$ cat src/rtl/game_sequencer.sv
// game_sequencer: round controller for the whack-a-switch game.
// Picks a pseudo-random one-hot target, times target lifetime and the
// inter-target gap, and runs the overall game countdown.
// Optional feature macro: GAME_SEQUENCER_SPEEDUP_EN (every 5th hit shortens
// the target lifetime by 1/8, floored at TARGET_MS/4).
module game_sequencer #(
    parameter int unsigned N_SW      = 18,
    parameter int unsigned CLK_HZ    = 50000000,
    parameter int unsigned GAME_SEC  = 30,
    parameter int unsigned TARGET_MS = 1000,
    parameter int unsigned GAP_MS    = 200,
    parameter logic [15:0] LFSR_SEED = 16'hACE1
) (
    input  logic            clk,
    input  logic            rst,
    input  logic            start,
    input  logic            target_hit,
    output logic [N_SW-1:0] curr_target,
    output logic            game_over,
    output logic [7:0]      time_left,
    output logic            target_timeout,
    output logic            busy
);

    localparam int unsigned TICK_DIV = (CLK_HZ / 1000 > 0) ? CLK_HZ / 1000 : 1;
    localparam int unsigned PRE_W    = (TICK_DIV > 1) ? $clog2(TICK_DIV) : 1;
    localparam int unsigned MS_W     = 16;
    localparam int unsigned SEC_W    = 10;
    localparam int unsigned IDX_W    = (N_SW > 1) ? $clog2(N_SW) : 1;

    typedef enum logic [2:0] {
        S_IDLE     = 3'd0,
        S_SPAWN    = 3'd1,
        S_WAIT_HIT = 3'd2,
        S_GAP      = 3'd3,
        S_OVER     = 3'd4
    } state_t;

    state_t state;
    state_t next_state;

    logic [15:0]      lfsr;
    logic [PRE_W-1:0] presc;
    logic [SEC_W-1:0] sec_cnt;
    logic [MS_W-1:0]  ms_cnt;
    logic [IDX_W-1:0] prev_idx;
    logic [MS_W-1:0]  lifetime;

    logic             in_busy;
    logic             game_start;
    logic             ms_tick;
    logic             sec_wrap;
    logic             expire;
    logic             tmo;
    logic             gap_done;
    logic             hit_ok;
    logic [IDX_W-1:0] idx_raw;
    logic [IDX_W-1:0] idx_sel;
    logic [N_SW-1:0]  spawn_onehot;

    logic [N_SW-1:0]  curr_target_d;
    logic             game_over_d;
    logic [7:0]       time_left_d;
    logic             timeout_d;
    logic             busy_d;

    // Shared timing and event decode
    assign in_busy    = (state == S_SPAWN) || (state == S_WAIT_HIT) || (state == S_GAP);
    assign game_start = start && ((state == S_IDLE) || (state == S_OVER));
    assign ms_tick    = in_busy && (presc == PRE_W'(TICK_DIV - 1));
    assign sec_wrap   = ms_tick && (sec_cnt == SEC_W'(999));
    assign expire     = sec_wrap && (time_left == 8'd1);
    assign tmo        = ms_tick && (ms_cnt == lifetime - MS_W'(1));
    assign gap_done   = ms_tick && (ms_cnt == MS_W'(GAP_MS - 1));
    assign hit_ok     = (state == S_WAIT_HIT) && target_hit && !expire;

    // Target index selection: LFSR mod N_SW, bumped to avoid repeating the last target
    always_comb begin
        idx_raw = IDX_W'(lfsr % 16'(N_SW));
        idx_sel = idx_raw;
        if (idx_raw == prev_idx) begin
            idx_sel = (idx_raw == IDX_W'(N_SW - 1)) ? '0 : idx_raw + IDX_W'(1);
        end
        spawn_onehot = N_SW'(1) << idx_sel;
    end

`ifdef GAME_SEQUENCER_SPEEDUP_EN
    localparam int unsigned LIFE_MIN = TARGET_MS / 4;

    logic [5:0]      hit_cnt;
    logic [5:0]      hit_cnt_inc;
    logic [MS_W-1:0] life_cut;

    assign hit_cnt_inc = hit_cnt + 6'd1;

    // Shortened lifetime candidate, floored at a quarter of the base lifetime
    always_comb begin
        life_cut = lifetime - (lifetime >> 3);
        if (life_cut < MS_W'(LIFE_MIN)) begin
            life_cut = MS_W'(LIFE_MIN);
        end
    end

    // Hit counter and lifetime register, restored at each game start
    always_ff @(posedge clk) begin
        if (rst) begin
            hit_cnt  <= '0;
            lifetime <= MS_W'(TARGET_MS);
        end else if (game_start) begin
            hit_cnt  <= '0;
            lifetime <= MS_W'(TARGET_MS);
        end else if (hit_ok) begin
            hit_cnt <= hit_cnt_inc;
            if ((hit_cnt_inc % 6'd5) == 6'd0) begin
                lifetime <= life_cut;
            end
        end
    end
`else
    assign lifetime = MS_W'(TARGET_MS);
`endif

    // State register
    always_ff @(posedge clk) begin
        if (rst) begin
            state <= S_IDLE;
        end else begin
            state <= next_state;
        end
    end

    // Next-state logic; expiry outranks hit, timeout and spawn
    always_comb begin
        next_state = state;
        case (state)
            S_IDLE, S_OVER: begin
                if (start) next_state = S_SPAWN;
            end
            S_SPAWN: begin
                next_state = expire ? S_OVER : S_WAIT_HIT;
            end
            S_WAIT_HIT: begin
                if (expire)                 next_state = S_OVER;
                else if (target_hit || tmo) next_state = S_GAP;
            end
            S_GAP: begin
                if (expire)        next_state = S_OVER;
                else if (gap_done) next_state = S_SPAWN;
            end
            default: next_state = S_IDLE;
        endcase
    end

    // Output next values, derived from the state transition
    always_comb begin
        curr_target_d = '0;
        timeout_d     = 1'b0;
        game_over_d   = (next_state == S_OVER);
        busy_d        = (next_state == S_SPAWN) || (next_state == S_WAIT_HIT) ||
                        (next_state == S_GAP);
        time_left_d   = time_left;
        if (next_state == S_WAIT_HIT) begin
            curr_target_d = (state == S_SPAWN) ? spawn_onehot : curr_target;
        end
        if ((state == S_WAIT_HIT) && (next_state == S_GAP) && !target_hit) begin
            timeout_d = 1'b1;
        end
        if (game_start) begin
            time_left_d = 8'(GAME_SEC);
        end else if (sec_wrap) begin
            time_left_d = time_left - 8'd1;
        end
    end

    // Registered outputs
    always_ff @(posedge clk) begin
        if (rst) begin
            curr_target    <= '0;
            game_over      <= 1'b0;
            time_left      <= 8'(GAME_SEC);
            target_timeout <= 1'b0;
            busy           <= 1'b0;
        end else begin
            curr_target    <= curr_target_d;
            game_over      <= game_over_d;
            time_left      <= time_left_d;
            target_timeout <= timeout_d;
            busy           <= busy_d;
        end
    end

    // Free-running LFSR, ms prescaler, second counter, phase counter, last index
    always_ff @(posedge clk) begin
        if (rst) begin
            lfsr     <= LFSR_SEED;
            presc    <= '0;
            sec_cnt  <= '0;
            ms_cnt   <= '0;
            prev_idx <= '0;
        end else begin
            lfsr <= {lfsr[14:0], lfsr[15] ^ lfsr[13] ^ lfsr[12] ^ lfsr[10]};

            if (game_start) begin
                presc <= '0;
            end else if (in_busy) begin
                presc <= (presc == PRE_W'(TICK_DIV - 1)) ? '0 : presc + PRE_W'(1);
            end

            if (game_start) begin
                sec_cnt <= '0;
            end else if (ms_tick) begin
                sec_cnt <= (sec_cnt == SEC_W'(999)) ? '0 : sec_cnt + SEC_W'(1);
            end

            if (state != next_state) begin
                ms_cnt <= '0;
            end else if (ms_tick) begin
                ms_cnt <= ms_cnt + MS_W'(1);
            end

            if ((state == S_SPAWN) && (next_state == S_WAIT_HIT)) begin
                prev_idx <= idx_sel;
            end
        end
    end

endmodule

$ cat config.mk
export PLATFORM = sky130hd
export DESIGN_NAME = game_sequencer
export DESIGN_NICKNAME = d
export VERILOG_FILES = /design/src/rtl/game_sequencer.sv
export SDC_FILE = /design/constraint.sdc
export NUM_CORES = 1
export LEC_CHECK = 0
export ABC_AREA = 1
export ABC_CLOCK_PERIOD_IN_PS = 12500
export BUFFER_PORTS_ARGS = -buffer_cell sky130_fd_sc_hd__buf_2
export CAP_MARGIN = 40
export CORE_MARGIN = 3
export CORE_UTILIZATION = 30
export CTS_CLUSTER_DIAMETER = 150
export DETAILED_ROUTE_END_ITERATION = 12
export HOLD_SLACK_MARGIN = 0.06
export PLACE_DENSITY = 0.53
export SLEW_MARGIN = 20
export SYNTH_ARGS = -nofsm -noshare
export SYNTH_HDL_FRONTEND = slang
export SYNTH_SLANG_ARGS = --single-unit
$ cat constraint.sdc
create_clock -name clk -period 12.5 [get_ports clk]
set_input_delay 0.625 -clock clk [delete_from_list [all_inputs] [get_ports clk]]
set_output_delay 0.625 -clock clk [all_outputs]
set_load 0.01 [all_outputs]
### Yosys cells after proc, flatten, opt, wreduce, memory -nomap -nowiden

Cells that the tools add are included.

* output and inout port bits: 29
* word-level logic and storage cells: 71
* flip-flop bits (word level): 95
* input port bits: 4

* mux-type cells: 12
* reductions and logical operators: 21
* div/mod/pow operators: 1
* equal/unequal tests: 16
* shift-type cells: 1
* bitwise operators: 4
* add/subtract/negate cells: 5

Operator list (count)
* 16-bit by 1-bit adder with 16-bit output (second input constant): 2
* 3-bit 2-to-1 mux: 6
* 1-bit by 5-bit << shifter with 18-bit output (first input constant): 1
* 16-bit by 10-bit equality test with 1-bit output (second input constant): 1
* 16-bit equality test (second input constant): 1
* 16-bit by 8-bit equality test with 1-bit output (second input constant): 1
* 16-bit by 5-bit modulo with 16-bit output (second input constant): 1
* 16-bit 2-to-1 mux: 1
* 3-bit by 2-bit equality test with 1-bit output (second input constant): 4
* 3-bit one-hot mux with 4 select lines: 1
* 10-bit by 1-bit adder with 10-bit output (second input constant): 1
* 10-bit equality test (second input constant): 1
* 10-bit 2-to-1 mux: 1
* 5-bit 2-to-1 mux: 2
* 1-bit logical AND: 9
* 8-bit by 1-bit equality test with 1-bit output (second input constant): 1
* 2-bit OR reduction: 4
* 8-bit by 1-bit subtractor with 8-bit output (second input constant): 1
* 3-bit by 1-bit equality test with 1-bit output (second input constant): 2
* 3-bit equality test (second input constant): 2
* 1-bit logical OR: 6
* 5-bit by 1-bit adder with 5-bit output (second input constant): 1
* 5-bit equality test: 1
* 5-bit equality test (second input constant): 1
* other kinds (6): 8

### Logic depth before layout (Yosys ltp)

Gate-level depths: netlist of run 1.

* depth after elaboration: 13
* mapped depth: 77
* depth with buffers taken out: 77

### Least setup slack after synthesis of run 1

Ideal clock, no wire load.

* path kind: reg-to-reg
* start: register lfsr[15]
* end: register curr_target[0]
* period minus slack after synthesis: 5813 ps
* data required time: 12431 ps
* path slack: 6687 ps
* path buffers: 0
* library setup time: 69 ps
* stages on the path, launching flop included: 66
* arrival time: 5744 ps
* cells stage by stage: dfxtp_1 inv_2 nand2_1 nand4_2 nand2_2 nand2_2 nand2_2 nand4_1 nand2_2 nand2_2 nand2_2 nand2_1 inv_2 nand2_1 nand2_1 nand2_1 nand2_1 nand2_1 [... 30 more ...] nand2_2 nand2_2 nand2_2 nand3_2 nand2_4 nand2_4 nand2_4 nand2_2 inv_1 ha_1 a21boi_0 nand3_1 and3_1 nand2_1 o21ai_1 nor2_1 nand2_1 a21oi_2

* longest elaborated chain between the ends: 5
* elaborated cells between the ends (all ways): 7
* those cells by class: add/sub: 1; div: 1; eq/ne: 2; shift: 1; mux: 2

RTL lines
* start: declaration: line 42 `logic [15:0] lfsr;`
* start signal: assignment: line 201 `lfsr <= {lfsr[14:0], lfsr[15] ^ lfsr[13] ^ lfsr[12] ^ lfsr[10]};`
* 16-bit by 5-bit modulo with 16-bit output *: line 79 `idx_raw = IDX_W'(lfsr % 16'(N_SW));`
* 5-bit by 1-bit adder with 5-bit output / 5-bit equality test (equally long branches): line 82 `idx_sel = (idx_raw == IDX_W'(N_SW - 1)) ? '0 : idx_raw + IDX_W'(1);`
* 5-bit 2-to-1 mux: line 82
* 5-bit 2-to-1 mux *: line 81 `if (idx_raw == prev_idx) begin`
* 1-bit by 5-bit << shifter with 18-bit output *: line 84 `spawn_onehot = N_SW'(1) << idx_sel;`
* end signal: assignment: line 184 `curr_target <= curr_target_d;`
* end: declaration: line 18 `output logic [N_SW-1:0] curr_target,`

Mark *: on every way between the ends. The rest lies on a longest branch, timed or not.
A chain may end at the register's enable or synchronous reset.

### Worst setup path in the final report of run 1

* start: register lfsr[12]
* end: register curr_target[11]

Same word-level chain as after synthesis.

==> flow_summary.toml, run 1 <==
[logic_synthesis]
synth.most_common_cell = "nand2_1"
syn_inst = 862
synth_top_flop_cell = "dfxtp_1"
yosys-top-cells-count = "nand2_1, inv_1, dfxtp_1, nor2_1, nand3_1"
synth-xor-area-share = 0.0270
ys_seq_elements = 95
synth_compound_area_frac = 0.110
syn_nets = 874
synth_top_family_by_area = "simple AND/OR/NAND/NOR gates"
synth_area_leaders = "dfxtp_1, nand2_1, inv_1"
async_flop_share = 0
ys_warn_count = 0
synth_edf_count = 0
synth-seq-area-share = 0.325
netlist.area_leader.share = 0.325
netlist_area_um2 = 5840
avgSynthCellArea_um2 = 6.78
synth_fa_ha_area_frac = 0.0171
synthMuxAreaShare = 0
synth_top_area_cell = "dfxtp_1"
synthSimpleGateAreaFrac = 0.433
synth_cell_type_count = 48

[die]
die_x_um = 146
die_area_um2 = 21200
fp.dieH_um = 146
core_area_um2 = 18900
start_util = 0.309
rows = 50
pin_count = 33

[global_route]
grt_pass1_wl_mm = 22.8
grt_remaining_overflow = 0
grt_max_degree = 20
grt.total_usage = 0.126
grt_pass1_vias = 4872
antenna_found_initial = 0

[critical_path]
timing.critical_path.arrival_ns = 7.01
cp_slowest_cell = "dfxtp_1"
reg2reg_to = "curr_target[11]$_SDFFE_PP0P_"
worstPathMaxFanout = 5
worstPathRequired_ns = 12.77
critPathLaunchType = "flip-flop"
reg2reg_depth = 67
reg2reg_from = "lfsr[12]$_SDFF_PP0_"
cpPeakStageDelay_ns = 0.37
path_class = "reg -> reg"
ff2ff_setup_slack_ns = 5.76
end_kind = "flip-flop"
cp_common_cell = "nand2_1"

[cts]
cts_tree = "built"
cts.path.max_buffers = 2
hold_buffers = 0
post_cts_buffers = 0
cts-root-buf = "clkbuf_16"
insertion_delay_ns = 0.34
h-tree-depth = 3
ctsResizeCount = 0
cts.sinks = 95
cts_made_buffers = 9
clkTransAtPathRegs_ns = 0.06

[finish]
diodes = 0
area_growth_pct = 12.7
nets = 912
nFillCells = 2103
drive_above_1_share = 0.176

[min_path]
min_path_type = "reg -> reg"
hold-path-endpoint = "curr_target[17]$_SDFFE_PP0P_"
hp-start = "curr_target[17]$_SDFFE_PP0P_"
holdPathStages = 2

[detailed_routing]
viasPerCell = 4.56
drc_errors = 0
post_drt_wl_per_cell_um = 11.2
firstDrtPassIters = 4
totalWireLength_mm = 13.1
vias = 5312
drt_iter0_drc = 266
ant_nets = 0

[placed_design]
dp.final_hpwl_mm = 10.2
portBuffers = 32
finalWeightedCongestion = 0.857

[timing]
finalCritPeriodShare = 0.539
hold_viol_final = 0
tightest_slew_ns = 0.765
fmax_mhz = 148
clock_skew_ns = 0.00698
maxSlewViolCount = 0
slew-limit-headroom = 0.485
setup-tns-final_ns = 0
setup_violations = 0
rsz0062_at_grt = "no"
period_minus_slack_ns = 6.74

[run]
drv_cap = 0

[status]
outcome = "complete, no violations"
cell usage in the layout, fill, tap and decap left out, types with 17 or more instances in the layout:
master,n
a21oi_1,49
buf_2,32
dfxtp_1,95
inv_1,100
inv_2,19
nand2_1,203
nand2_2,39
nand3_1,68
nand4_1,29
nor2_1,79
nor3_1,17
o21ai_0,27
critical path: cells and delay by family (launching register included):
family	cells	cell delay (ns)
AND/OR/NAND/NOR	52	4.65
buffers and inverters	10	0.75
AO/OA/AOI/OAI	4	0.70
flip-flops	1	0.37
adder cells (fa/ha/maj)	1	0.16
layer usage:
layer  part of all wire  up-vias  wire, um  global-route usage
met5                  0        -         0                   0
met4             0.0097        0       127              0.0271
met3              0.034        9       449              0.0287
met2               0.43       38      5680               0.199
met1               0.52     2375      6810               0.177
li1                   -     2890         -                   -
worst max-delay path by stage:
| stage | startpoint | slack (ns) | to |
|---|---|---|---|
| after floorplan | lfsr[15]$_SDFF_PP1_ | 6.69 | curr_target[0]$_SDFFE_PP0P_ |
| after global placement | lfsr[12]$_SDFF_PP0_ | 5.65 | curr_target[9]$_SDFFE_PP0P_ |
| after detailed placement | lfsr[12]$_SDFF_PP0_ | 5.74 | curr_target[0]$_SDFFE_PP0P_ |
| after CTS | lfsr[12]$_SDFF_PP0_ | 5.71 | curr_target[0]$_SDFFE_PP0P_ |
| after global routing | lfsr[13]$_SDFF_PP1_ | 4.84 | curr_target[9]$_SDFFE_PP0P_ |
| final | lfsr[12]$_SDFF_PP0_ | 5.76 | curr_target[11]$_SDFFE_PP0P_ |
metrics by stage:
step / util / setup slack (ns) / area (um2) / std cells / hold WS (ns)
2_1_floorplan: - / 6.69 / 5840 / 862 / 0.449
3_3_place_gp: 0.333 / 5.65 / 6290 / 1148 / 0.456
3_5_place_dp: 0.334 / 5.74 / 6310 / 1149 / 0.456
4_1_cts: 0.349 / 5.71 / 6590 / 1165 / 0.467
5_1_grt: 0.349 / 4.84 / 6590 / 1165 / 0.469
6_report: 0.349 / 5.76 / 6590 / 1165 / 0.462
logic make-up (layout without fill, tap and decap cells):
kind of cell | after synthesis | after routing
AOI/OAI and AO/OA | 110 | 110
xor gates and xnor gates | 18 | 18
adders and majority gates | 8 | 8
buffers and inverters | 132 | 175
DFF | 95 | 95
and+or+nand+nor | 499 | 499
sequential cells by signal, indices dropped and copies added, names as in the netlist, 3 cells and up:
name         cells
state            3
time_left        8
sec_cnt         10
lfsr            16
curr_target     18
presc           16
prev_idx         5
ms_cnt          16
cell type report:
type	count	area [um2]	share of cell area
Multi-Input combinational cell	635	3430	0.520
Sequential cell	95	1900	0.289
Inverter	126	482	0.0732
Tap cell	260	325	0.0494
Clock buffer	14	264	0.0401
Timing Repair Buffer	33	171	0.0260
Clock inverter	2	15.0	0.00228
Power of run 1 is not shown: default switching activity piles up to over one toggle a cycle in this logic, so the estimate is an artifact.
==> run 2: changes to the inputs <==
--- a/config.mk
+++ b/config.mk
@@ -6,7 +6,7 @@
 export NUM_CORES = 1
 export LEC_CHECK = 0
 export ABC_AREA = 1
-export ABC_CLOCK_PERIOD_IN_PS = 12500
+export ABC_CLOCK_PERIOD_IN_PS = 7000
 export BUFFER_PORTS_ARGS = -buffer_cell sky130_fd_sc_hd__buf_2
 export CAP_MARGIN = 40
 export CORE_MARGIN = 3
==> constraint.sdc (replaced) <==
create_clock -name clk -period 7 [get_ports clk]
set_input_delay 0.35 -clock clk [delete_from_list [all_inputs] [get_ports clk]]
set_output_delay 0.35 -clock clk [all_outputs]
set_load 0.01 [all_outputs]
==> flow_summary.toml, run 2 (synthesis results as in run 1) <==
[status]
outcome = "complete, no violations"

[cts]
cts_tree = "built"
cts.path.max_buffers = 2
h-tree-depth = 3
cts_made_buffers = 9
clkTransAtPathRegs_ns = 0.06
hold_buffers = 0
cts-root-buf = "clkbuf_16"
cts.sinks = 95
insertion_delay_ns = 0.34

[finish]
drive_above_1_share = 0.270
final_common_cell = "nand2_1"
top_register = "curr_target"
largest_reg_flops = 18
nFillCells = 1995
diodes = 0
mostFrequentLayoutCells = "nand2_1, inv_1, dfxtp_1"
area_growth_pct = 24.2
final_util = 0.384
nets = 932

[die]
core_area_um2 = 18900
die_area_um2 = 21200
fp.dieH_um = 146
rows = 50
die_x_um = 146
pin_count = 33
start_util = 0.309

[min_path]
min_path_type = "in -> reg"

[critical_path]
cp_slowest_cell = "dfxtp_4"
cp_common_cell = "nand2_4"
path_class = "reg -> reg"
timing.critical_path.arrival_ns = 6.84
worstPathRequired_ns = 7.27
worstPathMaxFanout = 8
cpPeakStageDelay_ns = 0.36
critPathLaunchType = "flip-flop"
end_kind = "flip-flop"

[detailed_routing]
vias = 5467
viasPerCell = 4.62
drt_iter0_drc = 250
post_drt_wl_per_cell_um = 11.7
firstDrtPassIters = 4
ant_nets = 0
totalWireLength_mm = 13.9
drc_errors = 0

[timing]
worst_slack_ns = 0.433
hold_viol_final = 0
setup-tns-final_ns = 0
period_minus_slack_ns = 6.57
maxSlewViolCount = 0
tightest_slew_ns = 0.908
fmax_mhz = 152
holdWs_ns = 0.200
slew-limit-headroom = 0.390
setup_violations = 0
clock_skew_ns = 0.00675
finalCritPeriodShare = 0.938

[global_route]
antenna_found_initial = 0
grt_pass1_vias = 4804
grt_remaining_overflow = 0
grt_pass1_wl_mm = 22.6
grt.total_usage = 0.124
grt_max_degree = 20

[placed_design]
dp.final_hpwl_mm = 10.1
finalWeightedCongestion = 0.856
portBuffers = 32
dpl_worst_slack_ns = 0.263

[run]
drv_cap = 0
[run 2: changes by cell type in the layout (fill, tap and decap cells not counted), sizes merged]
cell	previous run	this run
clkbuf	14	13
inv	122	124
clkinvlp	2	0
clkinv	4	2
bufinv	0	1
buf	33	53
[run 2: final cells by class]
cell class | instances | area, um2 | share of cell area
Inverter | 126 | 503 | 0.0693
Clock buffer | 13 | 250 | 0.0345
Tap cell | 260 | 325 | 0.0448
Timing Repair Buffer | 53 | 322 | 0.0443
Clock inverter | 1 | 30.0 | 0.00414
Sequential cell | 95 | 1910 | 0.263
Multi-Input combinational cell | 635 | 3920 | 0.540
[run 2: worst paths after layout]
path / from / endpoint / slack, ns / cells after the start
max: lfsr[13]$_SDFF_PP1_ / curr_target[10]$_SDFFE_PP0P_ / 0.43 / 61
min: target_hit / target_timeout$_SDFF_PP0_ / 0.20 / 2
max reg2reg: lfsr[13]$_SDFF_PP1_ / curr_target[10]$_SDFFE_PP0P_ / 0.43 / 61
min reg2reg: curr_target[17]$_SDFFE_PP0P_ / curr_target[17]$_SDFFE_PP0P_ / 0.46 / 2
[run 2: metrics by stage]
step | instances | instance area, um2
3_5_place_dp | 1149 | 6310
3_3_place_gp | 1148 | 6290
4_1_cts | 1163 | 6590
5_1_grt | 1183 | 7260
2_1_floorplan | 862 | 5840
6_report | 1183 | 7260
[run 2: what timing repair did]
action	in CTS	in global routing
buffers inserted	0	20
gates resized for setup	0	128
setup endpoints to repair	0	23
[run 2: layer usage]
layer	vias up	global-route usage	share of wire
li1	2935	-	-
met1	2492	0.179	0.52
met2	34	0.194	0.45
met3	6	0.0265	0.018
met4	0	0.0214	0.0055
met5	-	0	0
[run 2: critical path, delay by kind of cell (launching register included)]
kind                     cells  cell delay [ns]
AO/OA/AOI/OAI                2             0.30
adder cells (fa/ha/maj)      1             0.15
buffers and inverters        6             0.42
flip-flops                   1             0.36
AND/OR/NAND/NOR             52             5.22
Power of run 2 is left out for the same reason.
==> run 3: changes to the inputs <==
--- a/config.mk
+++ b/config.mk
@@ -13,6 +13,7 @@
 export CORE_UTILIZATION = 30
 export CTS_CLUSTER_DIAMETER = 150
 export DETAILED_ROUTE_END_ITERATION = 12
+export GPL_TIMING_DRIVEN = 0
 export HOLD_SLACK_MARGIN = 0.06
 export PLACE_DENSITY = 0.53
 export SLEW_MARGIN = 20
==> flow_summary.toml, run 3 (synthesis results as in run 1) <==
[detailed_routing]
viasPerCell = 4.64
vias = 5570
firstDrtPassIters = 4
ant_nets = 0
post_drt_wl_per_cell_um = 11.9
totalWireLength_mm = 14.2
drc_errors = 0
drt_iter0_drc = 175

[global_route]
grt_remaining_overflow = 0
grt_pass1_vias = 4957
antenna_found_initial = 0
grt_pass1_wl_mm = 22.5
grt_max_degree = 14
grt.total_usage = 0.124

[die]
die_area_um2 = 21200
rows = 50
start_util = 0.309
core_area_um2 = 18900
fp.dieH_um = 146
pin_count = 33
die_x_um = 146

[finish]
mostFrequentLayoutCells = "nand2_1, dfxtp_1, inv_1"
diodes = 0
area_growth_pct = 28.0
nets = 949
final_common_cell = "nand2_1"
final_util = 0.396
largest_reg_flops = 18
drive_above_1_share = 0.299
top_register = "curr_target"

[run]
drv_cap = 0

[timing]
rsz0062_at_grt = "yes"
clock_skew_ns = 0.00523
hold_viol_final = 0
slew-limit-headroom = 0.408
maxSlewViolCount = 0
setup_violations = 0
tightest_slew_ns = 0.880
setup-tns-final_ns = 0
worst_slack_ns = 0.359
holdWs_ns = 0.188
period_minus_slack_ns = 6.64
finalCritPeriodShare = 0.949
fmax_mhz = 151

[cts]
cts-root-buf = "clkbuf_16"
clkTransAtPathRegs_ns = 0.06
cts_tree = "built"
cts_made_buffers = 9
cts.sinks = 95
hold_buffers = 0
insertion_delay_ns = 0.35
h-tree-depth = 3
cts.path.max_buffers = 2

[critical_path]
cp_common_cell = "nand2_4"
path_class = "reg -> reg"
timing.critical_path.arrival_ns = 6.91
cpPeakStageDelay_ns = 0.36
cp_slowest_cell = "dfxtp_4"
worstPathMaxFanout = 8
end_kind = "flip-flop"
worstPathRequired_ns = 7.27
critPathLaunchType = "flip-flop"

[placed_design]
dpl_worst_slack_ns = 0.227
dp.final_hpwl_mm = 10.2
finalWeightedCongestion = 0.825
portBuffers = 31

[status]
outcome = "complete, no violations"

[min_path]
min_path_type = "in -> reg"
## run 3: stage by stage
stage          instance area [um2]  std cells
6_report                      7480       1201
5_1_grt                       7480       1201
4_1_cts                       6580       1168
3_5_place_dp                  6320       1153
3_3_place_gp                  6320       1153
2_1_floorplan                 5840        862
## run 3: area by class of cell
| type | instances | area, um2 |
|---|---|---|
| buffer | 6 | 33.8 |
| clock buffer | 14 | 254 |
| clock inverter | 1 | 5.00 |
| fill | 2023 | 11400 |
| inverter | 126 | 494 |
| multi-input combinational | 635 | 4040 |
| sequential | 95 | 1910 |
| tap | 260 | 325 |
| timing repair buffer | 64 | 419 |
## run 3: worst paths after layout
check	from	endpoint	slack, ns	cells past startpoint
min reg2reg	curr_target[7]$_SDFFE_PP0P_	curr_target[7]$_SDFFE_PP0P_	0.46	2
min	target_hit	target_timeout$_SDFF_PP0_	0.19	2
max	lfsr[13]$_SDFF_PP1_	curr_target[10]$_SDFFE_PP0P_	0.36	59
max reg2reg	lfsr[13]$_SDFF_PP1_	curr_target[10]$_SDFFE_PP0P_	0.36	59
## run 3: routing by layer
layer	wire length, um	up-vias	track usage
met5	0	-	0
met4	147	0	0.0275
met3	299	13	0.0293
met2	6860	36	0.207
met1	6950	2552	0.164
li1	-	2969	-
## run 3: repair_timing
item | 4_1_cts | 5_1_grt
buffers inserted | 0 | 33
endpoints found under the setup margin | 0 | 23
resized for setup | 0 | 161
## run 3: critical path, delay by kind of cell, from the launching register on
| family | cells | cell delay, ns |
|---|---|---|
| AND/OR/NAND/NOR | 52 | 5.36 |
| flip-flops | 1 | 0.36 |
| buffers and inverters | 3 | 0.19 |
| adder cells (fa/ha/maj) | 1 | 0.13 |
| AO/OA/AOI/OAI | 3 | 0.51 |
Power of run 3 is left out for the same reason.
